--- config.mk ---
export PLATFORM = sky130hd
export DESIGN_NAME = matrix_sequencer
export DESIGN_NICKNAME = d
export VERILOG_FILES = /design/src/rtl/matrix_pkg.sv /design/src/rtl/matrix_mac.sv /design/src/rtl/matrix_sequencer.sv
export SDC_FILE = /design/constraint.sdc
export NUM_CORES = 2
export LEC_CHECK = 0
export BUFFER_PORTS_ARGS = -buffer_cell sky130_fd_sc_hd__buf_4
export CORE_MARGIN = 3
export CORE_UTILIZATION = 45
export DETAILED_ROUTE_END_ITERATION = 10
export PLACE_DENSITY = 0.64
export RECOVER_POWER = 100
export SLEW_MARGIN = 20
export SYNTH_ARGS = -nofsm -noshare
export SYNTH_HDL_FRONTEND = slang
export SYNTH_HIERARCHICAL = 1
export SYNTH_SLANG_ARGS = --single-unit
--- constraint.sdc ---
create_clock -name clock -period 27 [get_ports clock]
set_input_delay 5.4 -clock clock [delete_from_list [all_inputs] [get_ports clock]]
set_output_delay 5.4 -clock clock [all_outputs]
set_load 0.1 [all_outputs]
--- src/rtl/matrix_pkg.sv ---
// rtl/matrix_pkg.sv - shared constants, command codes and FSM states for the matrix sequencer
package matrix_pkg;

    localparam int FRAC_BITS_DEFAULT = 16;

    // Byte offsets into math space
    localparam logic [11:0] MI_BASE     = 12'h600;
    localparam logic [11:0] MV_BASE     = 12'h640;
    localparam logic [11:0] MO_BASE     = 12'h660;
    localparam logic [11:0] NFRAC_HI    = 12'h680;
    localparam logic [11:0] NFRAC_LO    = 12'h684;
    localparam logic [11:0] STATUS_ADDR = 12'h7F4;
    localparam logic [11:0] START_ADDR  = 12'h7F8;
    localparam logic [11:0] CLEAR_ADDR  = 12'h7FC;

    typedef enum logic [1:0] {
        CMD_MUL4 = 2'd0,
        CMD_MUL3 = 2'd1,
        CMD_COPY = 2'd2,
        CMD_RSVD = 2'd3
    } cmd_t;

    typedef enum logic [1:0] {
        ST_IDLE  = 2'd0,
        ST_MAC   = 2'd1,
        ST_STORE = 2'd2,
        ST_DONE  = 2'd3
    } state_t;

endpackage

--- src/rtl/matrix_mac.sv ---
// rtl/matrix_mac.sv - signed 32x32 multiplier feeding a wrapping 64-bit accumulator
module matrix_mac (
    input  logic        i_clk,
    input  logic        i_reset,
    input  logic        i_clr,
    input  logic        i_en,
    input  logic [31:0] i_a,
    input  logic [31:0] i_b,
    output logic [63:0] o_acc
);

    logic signed [63:0] w_a;
    logic signed [63:0] w_b;
    logic signed [63:0] w_prod;
    logic        [63:0] r_acc;

    assign w_a    = {{32{i_a[31]}}, i_a};
    assign w_b    = {{32{i_b[31]}}, i_b};
    assign w_prod = w_a * w_b;
    assign o_acc  = r_acc;

    // Accumulate one product per enabled cycle; clr restarts the sum with this product
    always_ff @(posedge i_clk) begin
        if (i_reset) begin
            r_acc <= '0;
        end else if (i_en) begin
            r_acc <= (i_clr ? 64'd0 : r_acc) + w_prod;
        end else if (i_clr) begin
            r_acc <= '0;
        end
    end

endmodule

--- src/rtl/matrix_sequencer.sv ---
// rtl/matrix_sequencer.sv - register file, decode and row/column MAC schedule for matrix-by-vector multiply
module matrix_sequencer
    import matrix_pkg::*;
#(
    parameter int FRAC_BITS = FRAC_BITS_DEFAULT
) (
    input  logic        clock,
    input  logic        reset,
    input  logic        cpu_wr,
    input  logic        cpu_rd,
    input  logic [11:0] cpu_addr,
    input  logic [31:0] cpu_din,
    output logic [31:0] cpu_dout,
    output logic        busy,
    output logic        done
);

    logic [31:0] r_mi [0:15];
    logic [31:0] r_mv [0:3];
    logic [31:0] r_mo [0:3];
    logic [31:0] r_tmp [0:3];
    logic [31:0] r_nfrac_hi;
    logic [31:0] r_nfrac_lo;
    logic        r_cmd_err;
    logic        r_wr_err;
    logic [31:0] r_dout;
    logic [1:0]  r_row;
    logic [1:0]  r_col;
    logic        r_n3;
    state_t      r_state;
    state_t      w_next;

    logic        w_is_mi, w_is_mv, w_is_mo, w_is_nhi, w_is_nlo;
    logic        w_is_status, w_is_start, w_is_clear, w_is_operand;
    logic        w_busy, w_start, w_go, w_copy;
    logic [1:0]  w_last;
    cmd_t        w_cmd;
    logic [63:0] w_acc;
    logic signed [63:0] w_shifted;
    logic [31:0] w_rdata;
    logic        w_unused;

    assign w_is_mi      = (cpu_addr[11:6] == MI_BASE[11:6]);
    assign w_is_mv      = (cpu_addr[11:4] == MV_BASE[11:4]);
    assign w_is_mo      = (cpu_addr[11:4] == MO_BASE[11:4]);
    assign w_is_nhi     = (cpu_addr[11:2] == NFRAC_HI[11:2]);
    assign w_is_nlo     = (cpu_addr[11:2] == NFRAC_LO[11:2]);
    assign w_is_status  = (cpu_addr[11:2] == STATUS_ADDR[11:2]);
    assign w_is_start   = (cpu_addr[11:2] == START_ADDR[11:2]);
    assign w_is_clear   = (cpu_addr[11:2] == CLEAR_ADDR[11:2]);
    assign w_is_operand = w_is_mi | w_is_mv | w_is_nhi | w_is_nlo;

    // DONE counts as idle so a new command can be taken back-to-back
    assign w_busy  = (r_state == ST_MAC) || (r_state == ST_STORE);
    assign w_cmd   = cmd_t'(cpu_din[1:0]);
    assign w_start = cpu_wr && w_is_start && !w_busy;
    assign w_go    = w_start && ((w_cmd == CMD_MUL4) || (w_cmd == CMD_MUL3));
    assign w_copy  = w_start && (w_cmd == CMD_COPY);
    assign w_last  = r_n3 ? 2'd2 : 2'd3;

    assign w_shifted = $signed(w_acc) >>> FRAC_BITS;
    assign w_unused  = ^{cpu_addr[1:0], w_shifted[63:32]};

    assign busy     = w_busy;
    assign done     = (r_state == ST_DONE);
    assign cpu_dout = r_dout;

    matrix_mac u_mac (
        .i_clk   (clock),
        .i_reset (reset),
        .i_clr   ((r_state == ST_MAC) && (r_col == 2'd0)),
        .i_en    (r_state == ST_MAC),
        .i_a     (r_mi[{r_row, r_col}]),
        .i_b     (r_mv[r_col]),
        .o_acc   (w_acc)
    );

    // FSM state register
    always_ff @(posedge clock) begin
        if (reset) r_state <= ST_IDLE;
        else       r_state <= w_next;
    end

    // Next state: COPY reuses DONE for its one-cycle completion pulse
    always_comb begin
        w_next = r_state;
        case (r_state)
            ST_IDLE, ST_DONE: begin
                if (w_go)        w_next = ST_MAC;
                else if (w_copy) w_next = ST_DONE;
                else             w_next = ST_IDLE;
            end
            ST_MAC:   if (r_col == w_last) w_next = ST_STORE;
            ST_STORE: w_next = (r_row == w_last) ? ST_DONE : ST_MAC;
            default:  w_next = ST_IDLE;
        endcase
    end

    // Row/column schedule counters and matrix size latch
    always_ff @(posedge clock) begin
        if (reset) begin
            r_row <= '0;
            r_col <= '0;
            r_n3  <= 1'b0;
        end else if (w_go) begin
            r_row <= '0;
            r_col <= '0;
            r_n3  <= (w_cmd == CMD_MUL3);
        end else if (r_state == ST_MAC) begin
            r_col <= (r_col == w_last) ? 2'd0 : r_col + 2'd1;
        end else if (r_state == ST_STORE) begin
            r_row <= r_row + 2'd1;
        end
    end

    // Operand registers: frozen while a compute is in flight
    always_ff @(posedge clock) begin
        if (reset) begin
            for (int i = 0; i < 16; i++) r_mi[i] <= '0;
            for (int i = 0; i < 4; i++)  r_mv[i] <= '0;
            r_nfrac_hi <= '0;
            r_nfrac_lo <= '0;
        end else if (cpu_wr && !w_busy) begin
            if (w_is_mi)  r_mi[cpu_addr[5:2]] <= cpu_din;
            if (w_is_mv)  r_mv[cpu_addr[3:2]] <= cpu_din;
            if (w_is_nhi) r_nfrac_hi <= cpu_din;
            if (w_is_nlo) r_nfrac_lo <= cpu_din;
        end
    end

    // Sticky error flags
    always_ff @(posedge clock) begin
        if (reset) begin
            r_cmd_err <= 1'b0;
            r_wr_err  <= 1'b0;
        end else if (cpu_wr) begin
            if (w_is_operand && w_busy) r_wr_err <= 1'b1;
            if (w_is_start && (w_busy || (w_cmd == CMD_RSVD))) r_cmd_err <= 1'b1;
            if (w_is_clear) begin
                r_cmd_err <= 1'b0;
                r_wr_err  <= 1'b0;
            end
        end
    end

    // Result double buffer: row sums land in tmp, START/COPY publish tmp to MO
    always_ff @(posedge clock) begin
        if (reset) begin
            for (int i = 0; i < 4; i++) begin
                r_mo[i]  <= '0;
                r_tmp[i] <= '0;
            end
        end else begin
            if (w_go || w_copy) begin
                for (int i = 0; i < 4; i++) r_mo[i] <= r_tmp[i];
            end
            if (r_state == ST_STORE) r_tmp[r_row] <= w_shifted[31:0];
        end
    end

    // Read mux
    always_comb begin
        w_rdata = '0;
        if (w_is_mi)          w_rdata = r_mi[cpu_addr[5:2]];
        else if (w_is_mv)     w_rdata = r_mv[cpu_addr[3:2]];
        else if (w_is_mo)     w_rdata = r_mo[cpu_addr[3:2]];
        else if (w_is_nhi)    w_rdata = r_nfrac_hi;
        else if (w_is_nlo)    w_rdata = r_nfrac_lo;
        else if (w_is_status) w_rdata = {29'd0, r_wr_err, r_cmd_err, w_busy};
    end

    // Registered read data, held between reads
    always_ff @(posedge clock) begin
        if (reset)       r_dout <= '0;
        else if (cpu_rd) r_dout <= w_rdata;
    end

endmodule

==> results.yml <==
status:
  status: "finished with violations"
  violations: "max-capacitance violations, max-slew violations"
cts:
  cts_root_buffer: "clkbuf_16"
  clkSlewWorstSetupHoldPaths_ps: 60
  cts_tree: "done"
  cts_hold_buf: 0
  clkLatencyLatePin_ps: 730
  cts.sink_count: 1051
  cts_made_buffers: 105
  post_cts_buffers: 0
  cts_buffer_depth: 3
  post_cts_resized: 0
  htree_levels: 3
worst_setup_path:
  crit_path_frequent_cell: "fa_1"
  criticalPathCategory: "flop to flop"
  cp.required_ps: 27580
  cp-start-kind: "flop"
  slowest_stage: "a2111oi_0"
  max_stage_delay_ps: 2310
  worst-path-max-fanout: 37
  cp-end-kind: "flop"
  cp.arrival_ps: 17140
place:
  hpwl_mm: 157
  gp_congestion: 0.888
  preCtsSetupSlack_ps: 15790
  io_buffers: 79
timing:
  relSlewSlack_pct: -181
  tns_ps: 0
  post-route-worst-setup-slack_ps: 10430
  slew_violations: 2040
  rsz0062_at_grt: "no"
  hold_viol: 0
  fmax_ghz: 0.0604
  setup_viol: 0
  finalCritPeriodShare_pct: 61.4
  finalCriticalPeriod_ps: 16570
  tightest_slew_ps: 4210
  finalClockSkew_ps: 44.5
pwr:
  leakage_nw: 36.0
  ir_drop_mv: 0.212
  power_density_nw_per_um2: 84.7
global_routing:
  grt_max_degree: 129
  overflow: 0
  antenna_found_initial: 19
  grt_pass1_vias: 55600
  gr-usage-all-layers_pct: 25.0
  grt_first_pass_wirelength_mm: 349
layout:
  layout_commonest_cell: "inv_1"
  fillers: 15900
  final_cell_mix: "inv_1, fa_1, edfxtp_1"
  area_delta_synth_final_pct: 6.76
  layout-drive-gt1-share_pct: 10.3
  final_nets: 7942
drt:
  drt_wl_total_mm: 230
  vias: 52300
  vias_per_cell: 5.66
  antenna_left: 0
  drc_errors: 0
  drt_iter0_markers: 4582
  wl_per_cell_um: 24.9
  drtPass1Iterations: 6
floorplanning:
  fp-row-count: 155
  die_w_um: 433
  die_h_um: 433
  fp.dieArea_sq_um: 187000
  ios: 82
  initial_core_util_pct: 45.6
  core_sq_um: 180000
logic_synthesis:
  yosys_warnings: 6
  avgSynthCellArea_sq_um: 11.6
  synth.net_count: 8203
  syn-cell-area_sq_um: 81900
  netlist_instances: 7038
hold_path:
  hp-class: "flop to flop"
job:
  drv_cap: 58
==> sequential cells by signal (all words and copies together) (netlist names), 2 cells and up, named ones only <==
signal and flops:
r_nfrac_hi 32, u_mac/o_acc 48, r_col 2, r_state 2
cpu_dout 32, r_mi 512, r_mo 128, r_row 2
r_mv 128, r_tmp 128, r_nfrac_lo 32
==> final cells by class <==
class	count	area [sq um]	area share, %
Antenna cell	17	42.5	0.0487
Clock inverter	57	659	0.754
Tap cell	2355	2950	3.37
Inverter	1010	3790	4.34
Sequential cell	1051	30000	34.3
Clock buffer	141	2850	3.27
Timing Repair Buffer	190	1120	1.29
Multi-Input combinational cell	4419	46000	52.6
==> critical path: cells and delay by family (launching register included) <==
family / cells / cell delay [ps]
DFF: 1 / 970
xor gates and xnor gates: 1 / 270
buffers and inverters: 8 / 5080
AOI/OAI and AO/OA: 8 / 4300
muxes: 2 / 1060
adders and majority gates: 9 / 4380
and+or+nand+nor: 1 / 210
==> per-stage QoR <==
| stage | hold WS [ps] | util (%) | power (W) | cells | cell area, sq um |
|---|---|---|---|---|---|
| 3_3_place_gp | 436 | 47.0 | 0.00586 | 9025 | 84300 |
| 2_1_floorplan | 427 | - | 0.00499 | 7038 | 81900 |
| 4_1_cts | 451 | 48.9 | 0.00741 | 9223 | 87900 |
| 5_1_grt | 465 | 48.7 | 0.00796 | 9234 | 87400 |
| 3_5_place_dp | 443 | 47.0 | 0.00588 | 9025 | 84300 |
| 6_report | 452 | 48.7 | 0.00740 | 9240 | 87400 |
==> worst paths after layout <==
kind | end | cells past startpoint | slack [ps] | from
setup / recovery | u_mac/o_acc[43] | 29 | 10430 | r_col[1]
hold / removal | r_nfrac_lo[28] | 2 | 450 | r_nfrac_lo[28]
setup reg to reg | u_mac/o_acc[43] | 29 | 10430 | r_col[1]
hold reg to reg | r_nfrac_lo[28] | 2 | 450 | r_nfrac_lo[28]
==> layer usage <==
layer | global-route usage (%) | wire, um | part of all wire, % | vias to the layer above
met1 | 31.0 | 85600 | 37 | 27300
met3 | 3.86 | 17600 | 7.7 | 545
met2 | 43.5 | 116000 | 50 | 2213
met5 | 0 | 27 | 0.012 | -
met4 | 10.6 | 10700 | 4.7 | 4
li1 | - | - | - | 22300
==> where the power goes <==
part           total, W  switching (W)  leakage, nW  internal [W]
Sequential      0.00183      0.0000200         10.5       0.00181
Clock           0.00149       0.000642         1.71      0.000852
Combinational   0.00408        0.00245         23.8       0.00163
(Power assumes the default switching activity.)
